<file path="src/rtl/fcore_loader_pkg.sv">
// fcore_loader_pkg
//   Shared types and AXI encodings for the fCore program loader.
//   - loader_state_e : shared read/write FSM states
//   - Burst*/Resp*   : AXI AxBURST and xRESP encodings
package fcore_loader_pkg;

    typedef enum logic [2:0] {
        StIdle,
        StWData,
        StWResp,
        StRFetch,
        StRWait,
        StRData
    } loader_state_e;

    localparam logic [1:0] BurstFixed = 2'd0;
    localparam logic [1:0] BurstIncr  = 2'd1;
    localparam logic [1:0] BurstWrap  = 2'd2;

    localparam logic [1:0] RespOkay   = 2'd0;
    localparam logic [1:0] RespSlverr = 2'd2;

endpackage

</file>
<file path="src/rtl/axi_if.sv">
// AXI
//   ID-less AXI4 bundle carrying AW/W/B/AR/R channels.
//   Modports: slave (the loader), master (the driver side).
interface AXI #(
    parameter int unsigned ADDR_WIDTH = 32,
    parameter int unsigned DATA_WIDTH = 32
) ();
    logic [ADDR_WIDTH-1:0]   awaddr;
    logic [7:0]              awlen;
    logic [1:0]              awburst;
    logic                    awvalid;
    logic                    awready;
    logic [DATA_WIDTH-1:0]   wdata;
    logic [DATA_WIDTH/8-1:0] wstrb;
    logic                    wlast;
    logic                    wvalid;
    logic                    wready;
    logic [1:0]              bresp;
    logic                    bvalid;
    logic                    bready;
    logic [ADDR_WIDTH-1:0]   araddr;
    logic [7:0]              arlen;
    logic [1:0]              arburst;
    logic                    arvalid;
    logic                    arready;
    logic [DATA_WIDTH-1:0]   rdata;
    logic [1:0]              rresp;
    logic                    rlast;
    logic                    rvalid;
    logic                    rready;

    modport slave (
        input  awaddr, awlen, awburst, awvalid,
        output awready,
        input  wdata, wstrb, wlast, wvalid,
        output wready,
        output bresp, bvalid,
        input  bready,
        input  araddr, arlen, arburst, arvalid,
        output arready,
        output rdata, rresp, rlast, rvalid,
        input  rready
    );

    modport master (
        output awaddr, awlen, awburst, awvalid,
        input  awready,
        output wdata, wstrb, wlast, wvalid,
        input  wready,
        input  bresp, bvalid,
        output bready,
        output araddr, arlen, arburst, arvalid,
        input  arready,
        input  rdata, rresp, rlast, rvalid,
        output rready
    );
endinterface

</file>
<file path="src/rtl/fcore_loader_addr_gen.sv">
// fcore_loader_addr_gen
//   Burst address generator for the program loader.
//   i_load/i_addr/i_len/i_burst : start a burst (AXI byte address, AxLEN, AxBURST)
//   i_advance                   : step to the next beat
//   o_dec_word                  : word decoded from i_addr (valid in the load cycle)
//   o_word / o_next_word        : current beat word / word of the following beat
//   o_last                      : current beat is the final one
//   o_oor                       : latched burst falls outside program memory
module fcore_loader_addr_gen
    import fcore_loader_pkg::*;
#(
    parameter int unsigned         ADDR_WIDTH     = 32,
    parameter int unsigned         DATA_WIDTH     = 32,
    parameter int unsigned         MEM_ADDR_WIDTH = 12,
    parameter logic [ADDR_WIDTH-1:0] BASE_ADDRESS = '0
) (
    input  logic                      clock,
    input  logic                      reset,
    input  logic                      i_load,
    input  logic [ADDR_WIDTH-1:0]     i_addr,
    input  logic [7:0]                i_len,
    input  logic [1:0]                i_burst,
    input  logic                      i_advance,
    output logic [MEM_ADDR_WIDTH-1:0] o_dec_word,
    output logic [MEM_ADDR_WIDTH-1:0] o_word,
    output logic [MEM_ADDR_WIDTH-1:0] o_next_word,
    output logic                      o_last,
    output logic                      o_oor
);
    localparam int unsigned ByteShift = $clog2(DATA_WIDTH / 8);
    localparam logic [ADDR_WIDTH:0] MaxWord =
        {{(ADDR_WIDTH + 1 - MEM_ADDR_WIDTH){1'b0}}, {MEM_ADDR_WIDTH{1'b1}}};

    logic [ADDR_WIDTH-1:0]     w_offset;
    logic [ADDR_WIDTH-1:0]     w_word_full;
    logic [ADDR_WIDTH:0]       w_end;
    logic                      w_dec_oor;

    logic [MEM_ADDR_WIDTH-1:0] r_word;
    logic [7:0]                r_len;
    logic [7:0]                r_cnt;
    logic [1:0]                r_burst;
    logic                      r_oor;

    // Range check uses the full-width word so that bursts running past the
    // top of memory are caught instead of wrapping into low addresses.
    assign w_offset    = i_addr - BASE_ADDRESS;
    assign w_word_full = w_offset >> ByteShift;
    assign w_end       = {1'b0, w_word_full} + {{(ADDR_WIDTH - 7){1'b0}}, i_len};
    assign w_dec_oor   = (i_addr < BASE_ADDRESS) || (w_end > MaxWord);
    assign o_dec_word  = w_word_full[MEM_ADDR_WIDTH-1:0];

    always_comb begin
        o_next_word = r_word + MEM_ADDR_WIDTH'(1);
        case (r_burst)
            BurstFixed:           o_next_word = r_word;
            BurstIncr, BurstWrap: o_next_word = r_word + MEM_ADDR_WIDTH'(1);
            default:              o_next_word = r_word + MEM_ADDR_WIDTH'(1);
        endcase
    end

    assign o_word = r_word;
    assign o_last = (r_cnt == r_len);
    assign o_oor  = r_oor;

    always_ff @(posedge clock or negedge reset) begin
        if (!reset) begin
            r_word  <= '0;
            r_len   <= '0;
            r_cnt   <= '0;
            r_burst <= BurstIncr;
            r_oor   <= 1'b0;
        end else if (i_load) begin
            r_word  <= o_dec_word;
            r_len   <= i_len;
            r_cnt   <= '0;
            r_burst <= i_burst;
            r_oor   <= w_dec_oor;
        end else if (i_advance) begin
            r_word  <= o_next_word;
            r_cnt   <= r_cnt + 8'd1;
        end
    end

endmodule

</file>
<file path="src/rtl/fcore_program_loader.sv">
// fcore_program_loader
//   AXI4 slave mapping the fCore AXI port onto the single synchronous port of
//   the fCore program BRAM.
//   clock, reset     : system clock, asynchronous active-low reset
//   axi              : AXI4 slave (AW/W/B/AR/R, no IDs)
//   mem_en/mem_we    : memory enable / byte write enables
//   mem_addr         : memory word address
//   mem_wdata        : memory write data
//   mem_rdata        : memory read data, one cycle after a read enable
//   load_done        : one-cycle pulse after each accepted write response
module fcore_program_loader
    import fcore_loader_pkg::*;
#(
    parameter int unsigned           ADDR_WIDTH     = 32,
    parameter int unsigned           DATA_WIDTH     = 32,
    parameter int unsigned           MEM_ADDR_WIDTH = 12,
    parameter logic [ADDR_WIDTH-1:0] BASE_ADDRESS   = '0
) (
    input  logic                      clock,
    input  logic                      reset,
    AXI.slave                         axi,
    output logic                      mem_en,
    output logic [DATA_WIDTH/8-1:0]   mem_we,
    output logic [MEM_ADDR_WIDTH-1:0] mem_addr,
    output logic [DATA_WIDTH-1:0]     mem_wdata,
    input  logic [DATA_WIDTH-1:0]     mem_rdata,
    output logic                      load_done
);
    loader_state_e             r_state;
    logic [1:0]                r_bresp;
    logic [DATA_WIDTH-1:0]     r_rdata;
    logic [1:0]                r_rresp;
    logic                      r_rlast;

    logic                      w_aw_hs;
    logic                      w_ar_hs;
    logic                      w_w_hs;
    logic                      w_w_final;
    logic                      w_r_hs;
    logic [MEM_ADDR_WIDTH-1:0] w_dec_word;
    logic [MEM_ADDR_WIDTH-1:0] w_word;
    logic [MEM_ADDR_WIDTH-1:0] w_next_word;
    logic                      w_last;
    logic                      w_oor;

    // Write address wins when both address channels are valid in IDLE.
    assign w_aw_hs   = (r_state == StIdle) && axi.awvalid;
    assign w_ar_hs   = (r_state == StIdle) && !axi.awvalid && axi.arvalid;
    assign w_w_hs    = (r_state == StWData) && axi.wvalid;
    assign w_w_final = axi.wlast || w_last;
    assign w_r_hs    = (r_state == StRData) && axi.rready;

    assign axi.awready = w_aw_hs;
    assign axi.arready = w_ar_hs;
    assign axi.wready  = (r_state == StWData);
    assign axi.bvalid  = (r_state == StWResp);
    assign axi.bresp   = r_bresp;
    assign axi.rvalid  = (r_state == StRData);
    assign axi.rdata   = r_rdata;
    assign axi.rresp   = r_rresp;
    assign axi.rlast   = r_rlast;

    fcore_loader_addr_gen #(
        .ADDR_WIDTH     (ADDR_WIDTH),
        .DATA_WIDTH     (DATA_WIDTH),
        .MEM_ADDR_WIDTH (MEM_ADDR_WIDTH),
        .BASE_ADDRESS   (BASE_ADDRESS)
    ) u_addr_gen (
        .clock       (clock),
        .reset       (reset),
        .i_load      (w_aw_hs || w_ar_hs),
        .i_addr      (axi.awvalid ? axi.awaddr  : axi.araddr),
        .i_len       (axi.awvalid ? axi.awlen   : axi.arlen),
        .i_burst     (axi.awvalid ? axi.awburst : axi.arburst),
        .i_advance   (w_w_hs || w_r_hs),
        .o_dec_word  (w_dec_word),
        .o_word      (w_word),
        .o_next_word (w_next_word),
        .o_last      (w_last),
        .o_oor       (w_oor)
    );

    // Read enables are issued on the edge entering R_FETCH so the BRAM data
    // is on mem_rdata during R_WAIT, giving one beat every three cycles.
    always_ff @(posedge clock or negedge reset) begin
        if (!reset) begin
            r_state   <= StIdle;
            r_bresp   <= RespOkay;
            r_rdata   <= '0;
            r_rresp   <= RespOkay;
            r_rlast   <= 1'b0;
            mem_en    <= 1'b0;
            mem_we    <= '0;
            mem_addr  <= '0;
            mem_wdata <= '0;
            load_done <= 1'b0;
        end else begin
            mem_en    <= 1'b0;
            mem_we    <= '0;
            load_done <= 1'b0;
            unique case (r_state)
                StIdle: begin
                    if (w_aw_hs) begin
                        r_state <= StWData;
                    end else if (w_ar_hs) begin
                        mem_en   <= 1'b1;
                        mem_addr <= w_dec_word;
                        r_state  <= StRFetch;
                    end
                end
                StWData: begin
                    if (w_w_hs) begin
                        mem_en    <= 1'b1;
                        mem_we    <= w_oor ? '0 : axi.wstrb;
                        mem_addr  <= w_word;
                        mem_wdata <= axi.wdata;
                        if (w_w_final) begin
                            // Early or late WLAST relative to AWLEN is an error.
                            r_bresp <= (w_oor || (axi.wlast != w_last)) ? RespSlverr : RespOkay;
                            r_state <= StWResp;
                        end
                    end
                end
                StWResp: begin
                    if (axi.bready) begin
                        load_done <= 1'b1;
                        r_state   <= StIdle;
                    end
                end
                StRFetch: begin
                    r_state <= StRWait;
                end
                StRWait: begin
                    r_rdata <= w_oor ? '0 : mem_rdata;
                    r_rresp <= w_oor ? RespSlverr : RespOkay;
                    r_rlast <= w_last;
                    r_state <= StRData;
                end
                StRData: begin
                    if (w_r_hs) begin
                        if (r_rlast) begin
                            r_state <= StIdle;
                        end else begin
                            mem_en   <= 1'b1;
                            mem_addr <= w_next_word;
                            r_state  <= StRFetch;
                        end
                    end
                end
                default: r_state <= StIdle;
            endcase
        end
    end

endmodule

</file>
<file path="src/flat_wrapper.sv">
// flat-port wrapper written by rule: the top's interface ports become plain ports
module fcore_program_loader_flat import fcore_loader_pkg::*;
#(
    parameter int unsigned           ADDR_WIDTH     = 32,
    parameter int unsigned           DATA_WIDTH     = 32,
    parameter int unsigned           MEM_ADDR_WIDTH = 12,
    parameter logic [ADDR_WIDTH-1:0] BASE_ADDRESS   = '0
)
  (clock, reset, mem_en, mem_we, mem_addr, mem_wdata, mem_rdata, load_done, axi_awaddr, axi_awlen, axi_awburst, axi_awvalid, axi_awready, axi_wdata, axi_wstrb, axi_wlast, axi_wvalid, axi_wready, axi_bresp, axi_bvalid, axi_bready, axi_araddr, axi_arlen, axi_arburst, axi_arvalid, axi_arready, axi_rdata, axi_rresp, axi_rlast, axi_rvalid, axi_rready);
  AXI #(.ADDR_WIDTH(ADDR_WIDTH), .DATA_WIDTH(DATA_WIDTH)) axi_i ();
  input  logic clock;
  input  logic reset;
  output logic mem_en;
  output logic [DATA_WIDTH/8-1:0] mem_we;
  output logic [MEM_ADDR_WIDTH-1:0] mem_addr;
  output logic [DATA_WIDTH-1:0] mem_wdata;
  input  logic [DATA_WIDTH-1:0] mem_rdata;
  output logic load_done;
  input wire logic [$bits(axi_i.awaddr)-1:0] axi_awaddr;
  input wire logic [$bits(axi_i.awlen)-1:0] axi_awlen;
  input wire logic [$bits(axi_i.awburst)-1:0] axi_awburst;
  input wire logic [$bits(axi_i.awvalid)-1:0] axi_awvalid;
  output wire logic [$bits(axi_i.awready)-1:0] axi_awready;
  input wire logic [$bits(axi_i.wdata)-1:0] axi_wdata;
  input wire logic [$bits(axi_i.wstrb)-1:0] axi_wstrb;
  input wire logic [$bits(axi_i.wlast)-1:0] axi_wlast;
  input wire logic [$bits(axi_i.wvalid)-1:0] axi_wvalid;
  output wire logic [$bits(axi_i.wready)-1:0] axi_wready;
  output wire logic [$bits(axi_i.bresp)-1:0] axi_bresp;
  output wire logic [$bits(axi_i.bvalid)-1:0] axi_bvalid;
  input wire logic [$bits(axi_i.bready)-1:0] axi_bready;
  input wire logic [$bits(axi_i.araddr)-1:0] axi_araddr;
  input wire logic [$bits(axi_i.arlen)-1:0] axi_arlen;
  input wire logic [$bits(axi_i.arburst)-1:0] axi_arburst;
  input wire logic [$bits(axi_i.arvalid)-1:0] axi_arvalid;
  output wire logic [$bits(axi_i.arready)-1:0] axi_arready;
  output wire logic [$bits(axi_i.rdata)-1:0] axi_rdata;
  output wire logic [$bits(axi_i.rresp)-1:0] axi_rresp;
  output wire logic [$bits(axi_i.rlast)-1:0] axi_rlast;
  output wire logic [$bits(axi_i.rvalid)-1:0] axi_rvalid;
  input wire logic [$bits(axi_i.rready)-1:0] axi_rready;
  assign axi_i.awaddr = axi_awaddr;
  assign axi_i.awlen = axi_awlen;
  assign axi_i.awburst = axi_awburst;
  assign axi_i.awvalid = axi_awvalid;
  assign axi_awready = axi_i.awready;
  assign axi_i.wdata = axi_wdata;
  assign axi_i.wstrb = axi_wstrb;
  assign axi_i.wlast = axi_wlast;
  assign axi_i.wvalid = axi_wvalid;
  assign axi_wready = axi_i.wready;
  assign axi_bresp = axi_i.bresp;
  assign axi_bvalid = axi_i.bvalid;
  assign axi_i.bready = axi_bready;
  assign axi_i.araddr = axi_araddr;
  assign axi_i.arlen = axi_arlen;
  assign axi_i.arburst = axi_arburst;
  assign axi_i.arvalid = axi_arvalid;
  assign axi_arready = axi_i.arready;
  assign axi_rdata = axi_i.rdata;
  assign axi_rresp = axi_i.rresp;
  assign axi_rlast = axi_i.rlast;
  assign axi_rvalid = axi_i.rvalid;
  assign axi_i.rready = axi_rready;
  fcore_program_loader #(.ADDR_WIDTH(ADDR_WIDTH), .DATA_WIDTH(DATA_WIDTH), .MEM_ADDR_WIDTH(MEM_ADDR_WIDTH), .BASE_ADDRESS(BASE_ADDRESS)) u_core (.clock(clock), .reset(reset), .axi(axi_i), .mem_en(mem_en), .mem_we(mem_we), .mem_addr(mem_addr), .mem_wdata(mem_wdata), .mem_rdata(mem_rdata), .load_done(load_done));
endmodule
</file>
<file path="config.mk">
export PLATFORM = sky130hd
export DESIGN_NAME = fcore_program_loader_flat
export DESIGN_NICKNAME = d
export VERILOG_FILES = /design/src/rtl/fcore_loader_pkg.sv /design/src/rtl/axi_if.sv /design/src/rtl/fcore_loader_addr_gen.sv /design/src/rtl/fcore_program_loader.sv /design/src/flat_wrapper.sv
export SDC_FILE = /design/constraint.sdc
export NUM_CORES = 1
export LEC_CHECK = 0
export ABC_AREA = 1
export CORE_MARGIN = 3
export CORE_UTILIZATION = 41
export CTS_CLUSTER_DIAMETER = 100
export CTS_CLUSTER_SIZE = 20
export DETAILED_ROUTE_END_ITERATION = 8
export PLACE_DENSITY_LB_ADDON = 0.3
export SLEW_MARGIN = 10
export SYNTH_ARGS = -nofsm -noshare
export SYNTH_HDL_FRONTEND = slang
export SYNTH_SLANG_ARGS = --single-unit
</file>
<file path="constraint.sdc">
create_clock -name clock -period 2.1 [get_ports clock]
set_input_delay 0.21 -clock clock [delete_from_list [all_inputs] [get_ports clock]]
set_output_delay 0.21 -clock clock [all_outputs]
set_load 0.02 [all_outputs]
</file>
### Word level (Yosys, flattened, before mapping)

Index checks and enable logic that the tools add are counted.
W data, S select, Z words.

| storage, ports and cells | value |
|---|---|
| register bits after elaboration | 121 |
| output and inout bits | 92 |

| cells by class | value |
|---|---|
| multiplexer cells | 36 |
| equality and inequality tests | 15 |
| reductions and logical operators | 19 |
| add/sub/neg operators | 3 |
| $lt $le $gt $ge | 2 |

Operator list:

| kind | number |
|---|---|
| $mux W12 | 8 |
| $mux W32 | 2 |
| $pmux W12 S3 | 1 |
| $lt A32 B1 Y1 const B | 1 |
| $add A30 B8 Y31 | 1 |
| $gt A31 B12 Y1 const B | 1 |
| $mux W8 | 3 |
| $mux W3 | 6 |
| $pmux W3 S6 | 1 |
| $add A12 B1 Y12 const B | 1 |
| $mux W4 | 3 |
| $ne A2 B1 Y1 const B | 5 |
| $add A8 B1 Y8 const B | 1 |
| $eq A8 B8 Y1 | 1 |
| $mux W2 | 4 |
| $mux W1 | 7 |
| $eq A3 B2 Y1 const B | 2 |
| $eq A3 B3 Y1 const B | 2 |
| $reduce_and A6 Y1 | 1 |
| $logic_and A1 B1 Y1 | 5 |
| $logic_or A1 B1 Y1 | 5 |
| $reduce_and A5 Y1 | 1 |
| $ne A2 B2 Y1 const B | 2 |
| $eq A3 B1 Y1 const B | 1 |
| other kinds (10) | 10 |

### Depth between registers and ports, before layout

| logic depth | value |
|---|---|
| depth in word-level cells | 6 |
| depth in mapped cells | 26 |
| gate-level depth less buffers | 22 |

### Hierarchy

A second synthesis with hierarchy kept.

| second synthesis, totals | value |
|---|---|
| cell total of the unflattened synthesis | 1062 |
| area, all modules | 7165.6 sq um |

Modules (own cells, without submodules):

| module | cells each | area each (sq um) | times used |
|---|---|---|---|
| fcore_program_loader | 597 | 4254.1 | 1 |
| fcore_loader_addr_gen | 465 | 2911.5 | 1 |

### Least setup slack after synthesis

Ideal clock, no wire load.

| path | value |
|---|---|
| path kind | input port to flip-flop |
| from | input port axi_awvalid |
| to | register u_core.u_addr_gen.r_oor, in the netlist u_core.u_addr_gen.o_oor |
| path buffers | 4 |
| stages on the path | 23 |
| slack | -0.707 ns |
| data required time | 1.983 ns |
| arrival | 2.691 ns |
| path through | buf_6 -> inv_8 -> buf_6 -> clkbuf_1 -> clkbuf_1 -> nand2_1 -> nand2_1 -> ha_1 -> inv_1 -> fa_1 -> inv_1 -> nand2_1 -> nand2_1 -> nand3_1 -> nand2_1 -> nand2_2 -> nor2_2 -> nand2_1 -> xor2_1 -> nor2_1 -> nand3_1 -> nor2_1 -> nor2_1 |

| on the way | value |
|---|---|
| word-level cells in the longest chain between the ends | 4 |
| elaborated cells between the ends (all ways) | 11 |

RTL lines:

| element | RTL line | RTL |
|---|---|---|
| start: declaration | flat_wrapper.sv:22 | `input wire logic [$bits(axi_i.awvalid)-1:0] axi_awvalid;` |
| $mux W8 | fcore_program_loader.sv:73 | `.i_len (axi.awvalid ? axi.awlen : axi.arlen),` |
| named net u_core.u_addr_gen.i_len[0] | fcore_loader_addr_gen.sv:21 | `input logic [7:0] i_len,` |
| $add A30 B8 Y31 | fcore_loader_addr_gen.sv:49 | `assign w_end = {1'b0, w_word_full} + {{(ADDR_WIDTH - 7){1'b0}}, i_len};` |
| $gt A31 B12 Y1 | fcore_loader_addr_gen.sv:50 | `assign w_dec_oor = (i_addr < BASE_ADDRESS) \|\| (w_end > MaxWord);` |
| $logic_or A1 B1 Y1 | fcore_loader_addr_gen.sv:50 |  |
| end signal: assignment | fcore_loader_addr_gen.sv:78 | `r_oor <= w_dec_oor;` |
| end: declaration | fcore_loader_addr_gen.sv:43 | `logic r_oor;` |

The timed path passes the listed nets, and every way through them passes these cells.
A chain may end at the register's enable or synchronous reset.

### Worst setup path in the final report

| path | value |
|---|---|
| from | register u_core.u_addr_gen.r_cnt[1] |
| to | register u_core.r_state[2] |

| on the way | value |
|---|---|
| word-level cells in the longest chain between the ends | 4 |

RTL lines:

| element | RTL line | RTL |
|---|---|---|
| start: declaration | fcore_loader_addr_gen.sv:41 | `logic [7:0] r_cnt;` |
| start signal: assignment | fcore_loader_addr_gen.sv:81 | `r_cnt <= r_cnt + 8'd1;` |
| $eq A8 B8 Y1 | fcore_loader_addr_gen.sv:63 | `assign o_last = (r_cnt == r_len);` |
| $logic_or A1 B1 Y1 | fcore_program_loader.sv:50 | `assign w_w_final = axi.wlast \|\| w_last;` |
| $ne A2 B1 Y1 (no source line) | - |  |
| $reduce_and A5 Y1 (no source line) | - |  |
| end signal: assignment | fcore_program_loader.sv:87 | `r_state <= StIdle;` |
| end signal: assignment | fcore_program_loader.sv:104 | `r_state <= StWData;` |
| end signal: assignment | fcore_program_loader.sv:108 | `r_state <= StRFetch;` |
| end: declaration | fcore_program_loader.sv:29 | `loader_state_e r_state;` |

Every way passes these cells.

==> summary.md <==
| Metric | Value |
|---|---|
| GR Util All Layers | between 20% and 30% |
| Initial antenna violation count | 0 |
| Met3 usage | about 6.7% |
| Final wirelength | ~22 mm |
| P&R area growth vs syn | 60.5% |
| Finish-stage setup viols | 0 |
| Setup Skew | about 0.0093 ns |
| R2R Setup Slk | 0.01 ns |
| Layout Nets | roughly 1,400 |
| P_sw | 4.64 mW |
| Routed Antenna Nets | 0 |
| Status | finished, final reports clean |
| Synth async-reset ratio | between 90% and 100% |
| RSZ-0062 raised after global routing | yes |
| Max VDD drop | roughly 0.76 mV |
| Starting Density | between 40 and 50% |
| Layout cells sized above 1 | between 15 and 20% |
| CP Cell Sequence | nand2_1 > nand4_1 > or4_4 > ha_4 > inv_4 > o21ai_2 > nor3_2 > inv_1 > nor3_2 > a21oi_1 |
| Post-synthesis sequential area ratio | between 40% and 50% |
| Met1 layer usage reported by global route | 29.9% |
| FF+latch count, synth | 119 |
| Congestion Overflow GR | 0 |
| Crit path launch type | register |
| Setup CP Type | reg2reg |
| Synth Instances | between 900 and 1,000 |
| Reg2Reg Depth | 10 |
| Vias in the first global route | 6,813 |
| Reg power frac | 29.5% |
| Slew @ Worst Pin | 0.540 ns |
| Share of Yosys cell area claimed by the top area cell type | between 40 and 50% |
| Total Die Area | roughly 18,000 um2 |
| Fin. Hold Viols | 0 |
| Part of the power in the clock network | a little under a quarter |
| R2r endpoint | u_core.r_state[2] |
| Worst EP required | about 2.4 ns |
| CTS Buffer Depth | 2 |
| Area leader, netlist | dfrtp_1 |
| Rows | 46 |
| FMAX | ~0.48 GHz |
| Switching share of total power | between 30% and 40% |
| Ys flop type | dfrtp_1 |
| Wire per inst | roughly 15 um |
| PortBufs | 245 |
| Clock Sink Count | 119 |
| Die height | 135 um |
| Vias per cell | approximately 4.8 |
| Combinational Power Share | between 40% and 50% |
| Clk slew on worst S/H paths | ~0.060 ns |
| # fillers | roughly 1,300 |
| Leakage power | 5.21 nW |
| Rel. slew slack | between 60 and 70% |
| Gr busiest metal | met2 |
| Max-slew violations | 0 |
| Placer Congestion | around 0.87 |
| CP max FO | 3 |
| Max Cap Viol | 0 |
| Initial DRT Pass Iterations | 4 |
| TritonCTS buffer count | 17 |
| Slowest CP cell | or4_4 |
| Number of enable flip-flop cells after synthesis | 0 |
| GR Util met2 | 39.9% |
| TritonCTS clock tree | done |
| Worst hold path type | in2reg |
| PD cells | 1080 nW/um2 |
| Antenna cells | 0 |
| Hold WS | between 0.2 and 0.25 ns |
| Mean Syn Cell Area | 7.52 um2 |
| DR iter-0 viols | 378 |
| Slowest Stage Delay on Critical Path | 0.61 ns |
| DRC viols | 0 |
| CTS root buffer | clkbuf_16 |
| CP Capture Type | register |
| Post-detail-place hpwl | about 16 mm |
| Die width | around 140 um |
| CP Capture Point | u_core.r_state[2] |
| Crit share post-route | between 90 and 100% |
| H-tree Lvls | 4 |
| Synth area leaders | dfrtp_1 43%, nand2_1 19%, inv_1 4.4% |
| Mapped Area | slightly below 7000 um2 |
| Pin count of the biggest net entering global routing | between 40 and 50 |
| Setup WS post-layout | around 0.014 ns |
| Vias | approximately 7,100 |
| Period minus WS final | 2.09 ns |
| Clock latency on the worst-skew pair | 0.41 ns |
| CP startpoint | u_core.u_addr_gen.r_cnt[1] |
| P_int | between 7 and 8 mW |
| Yosys Warn Count | 0 |
| Most common cell on crit path | nor3_2 |
| Io pins | about 250 |
| Synth cell types | between 40 and 50 |
| CP arrival | 2.37 ns |
| Worst r2r src | u_core.u_addr_gen.r_cnt[1] |
| First-pass GRT wire length | approximately 34 mm |
| Core Box Area | ~16,000 um2 |
| Post-Place Worst Slack | -0.553 ns |
## layout make-up
cell class / count / area, um2 / area share [%]
clock buffer: 21 / 450 / 4.11
sequential: 119 / 2980 / 27.2
tap: 216 / 270 / 2.47
timing repair buffer: 348 / 3240 / 29.6
multi-input combinational: 666 / 3550 / 32.4
clock inverter: 11 / 125 / 1.14
inverter: 89 / 345 / 3.15
## worst max-delay path: cells and delay by family, from the launching register on
kind	cells	cell delay [ns]
flip-flops	1	0.42
buffers and inverters	2	0.14
adder cells (fa/ha/maj)	1	0.20
AO/OA/AOI/OAI	2	0.11
AND/OR/NAND/NOR	5	1.11
## through the flow
step	power (mW)	util, %	area (um2)	setup TNS (ns)	std cells
finish	11.8	68.0	11000	0	1470
floorplan	6.45	-	6880	-0.397	909
detailed placement	8.89	62.4	10100	-1.01	1423
CTS	11.8	66.9	10800	0	1467
global route	12.6	68.0	11000	-0.278	1470
global placement	8.75	62.4	10100	-0.871	1423
## layer usage
metal  vias to the layer above  wire, um
li1                       3572         -
met1                      3267      9380
met2                       244     10600
met3                        13      1700
met4                         0       131
met5                         -         0
## cell usage in the layout (no fill, tap or decap), drive strengths merged
| cell type | instances |
|---|---|
| a21oi | 17 |
| a221oi | 1 |
| a22o | 32 |
| a22oi | 2 |
| a31oi | 5 |
| a41oi | 9 |
| and2 | 3 |
| buf | 104 |
| bufinv | 2 |
| clkbuf | 22 |
| clkdlybuf4s50 | 233 |
| clkinv | 4 |
| clkinvlp | 5 |
| conb | 2 |
| dfrtp | 118 |
| dfstp | 1 |
| dlygate4sd2 | 8 |
| dlygate4sd3 | 1 |
| dlymetal6s2s | 1 |
| fa | 1 |
| ha | 11 |
| inv | 89 |
| mux2i | 1 |
| nand2 | 371 |
| nand3 | 29 |
| nand3b | 1 |
| nand4 | 12 |
| nor2 | 96 |
| nor3 | 12 |
| nor4 | 2 |
| o21ai | 27 |
| o221ai | 3 |
| o22ai | 10 |
| or2 | 5 |
| or4 | 1 |
| xnor2 | 2 |
| xor2 | 11 |
## state kept, by name (all words and copies together), names as in the netlist, 2 cells and up
name,flops
u_core.r_state,3
u_core.u_addr_gen.r_len,8
u_core.u_addr_gen.o_word,12
u_core.u_addr_gen.r_burst,2
u_core.mem_we,4
u_core.mem_wdata,32
u_core.axi.rdata,32
u_core.u_addr_gen.r_cnt,8
u_core.mem_addr,12
## worst min-delay path by stage
stage           startpoint                            to  slack (ns)  cells after the start
2_1_floorplan        reset           u_core.axi.bresp[1]       -0.09                      0
3_3_place_gp         reset    u_core.u_addr_gen.r_len[6]        0.23                      1
3_5_place_dp         reset    u_core.u_addr_gen.r_len[3]        0.23                      1
4_1_cts        axi_awvalid  u_core.u_addr_gen.r_burst[0]        0.25                      4
5_1_grt        axi_awvalid  u_core.u_addr_gen.r_burst[0]        0.23                      4
6_report       axi_awvalid  u_core.u_addr_gen.r_burst[0]        0.23                      4
## power groups by stage
stage	combinational [mW]	sequential [mW]	clock (mW)
after CTS	5.48	3.48	2.86
after detailed placement	5.38	3.51	0
after global routing	6.03	3.58	2.97
final	5.53	3.49	2.81
after floorplan	2.51	3.94	0
after global placement	5.27	3.48	0
## Yosys cell counts (2+ instances only)
cell        n
o22ai_1    10
a21oi_1    16
a41oi_1     9
inv_1      80
nor2_4      6
buf_4       3
buf_6       4
xor2_1     11
nor2_2     10
nand2_2    27
nor4_1      2
a22o_1     32
nor2_1     80
ha_1       11
nand3_1    28
nand2_4     4
a31oi_1     5
nand2_1   340
or2_2       4
o21ai_0    21
dfrtp_1   118
inv_2       7
and2_1      2
o21ai_1     5
xnor2_1     2
clkbuf_1   21
buf_2       5
o221ai_1    3
nor3_1     11
a22oi_1     2
nand4_1    12
## repair_timing
item                                    in CTS  in global routing
endpoints found under the setup margin       8                  7
hold endpoints to repair                    36                  0
hold buffers                                 1                  0
setup buffers                               12                  3
gates resized for setup                     35                 36
pin swaps                                   23                 23
## logic make-up (layout without fill, tap and decap cells)
group	count (synthesis)	after routing	synth area share, %
buffers and inverters	124	469	7.81
AOI/OAI and AO/OA	106	106	10.7
and+or+nand+nor	532	532	33.7
other	1	2	0.0549
xor gates and xnor gates	13	13	1.67
muxes	1	1	0.147
adders and majority gates	12	12	2.31
DFF	119	119	43.6
Note: power is estimated with default switching activity, not from simulation.
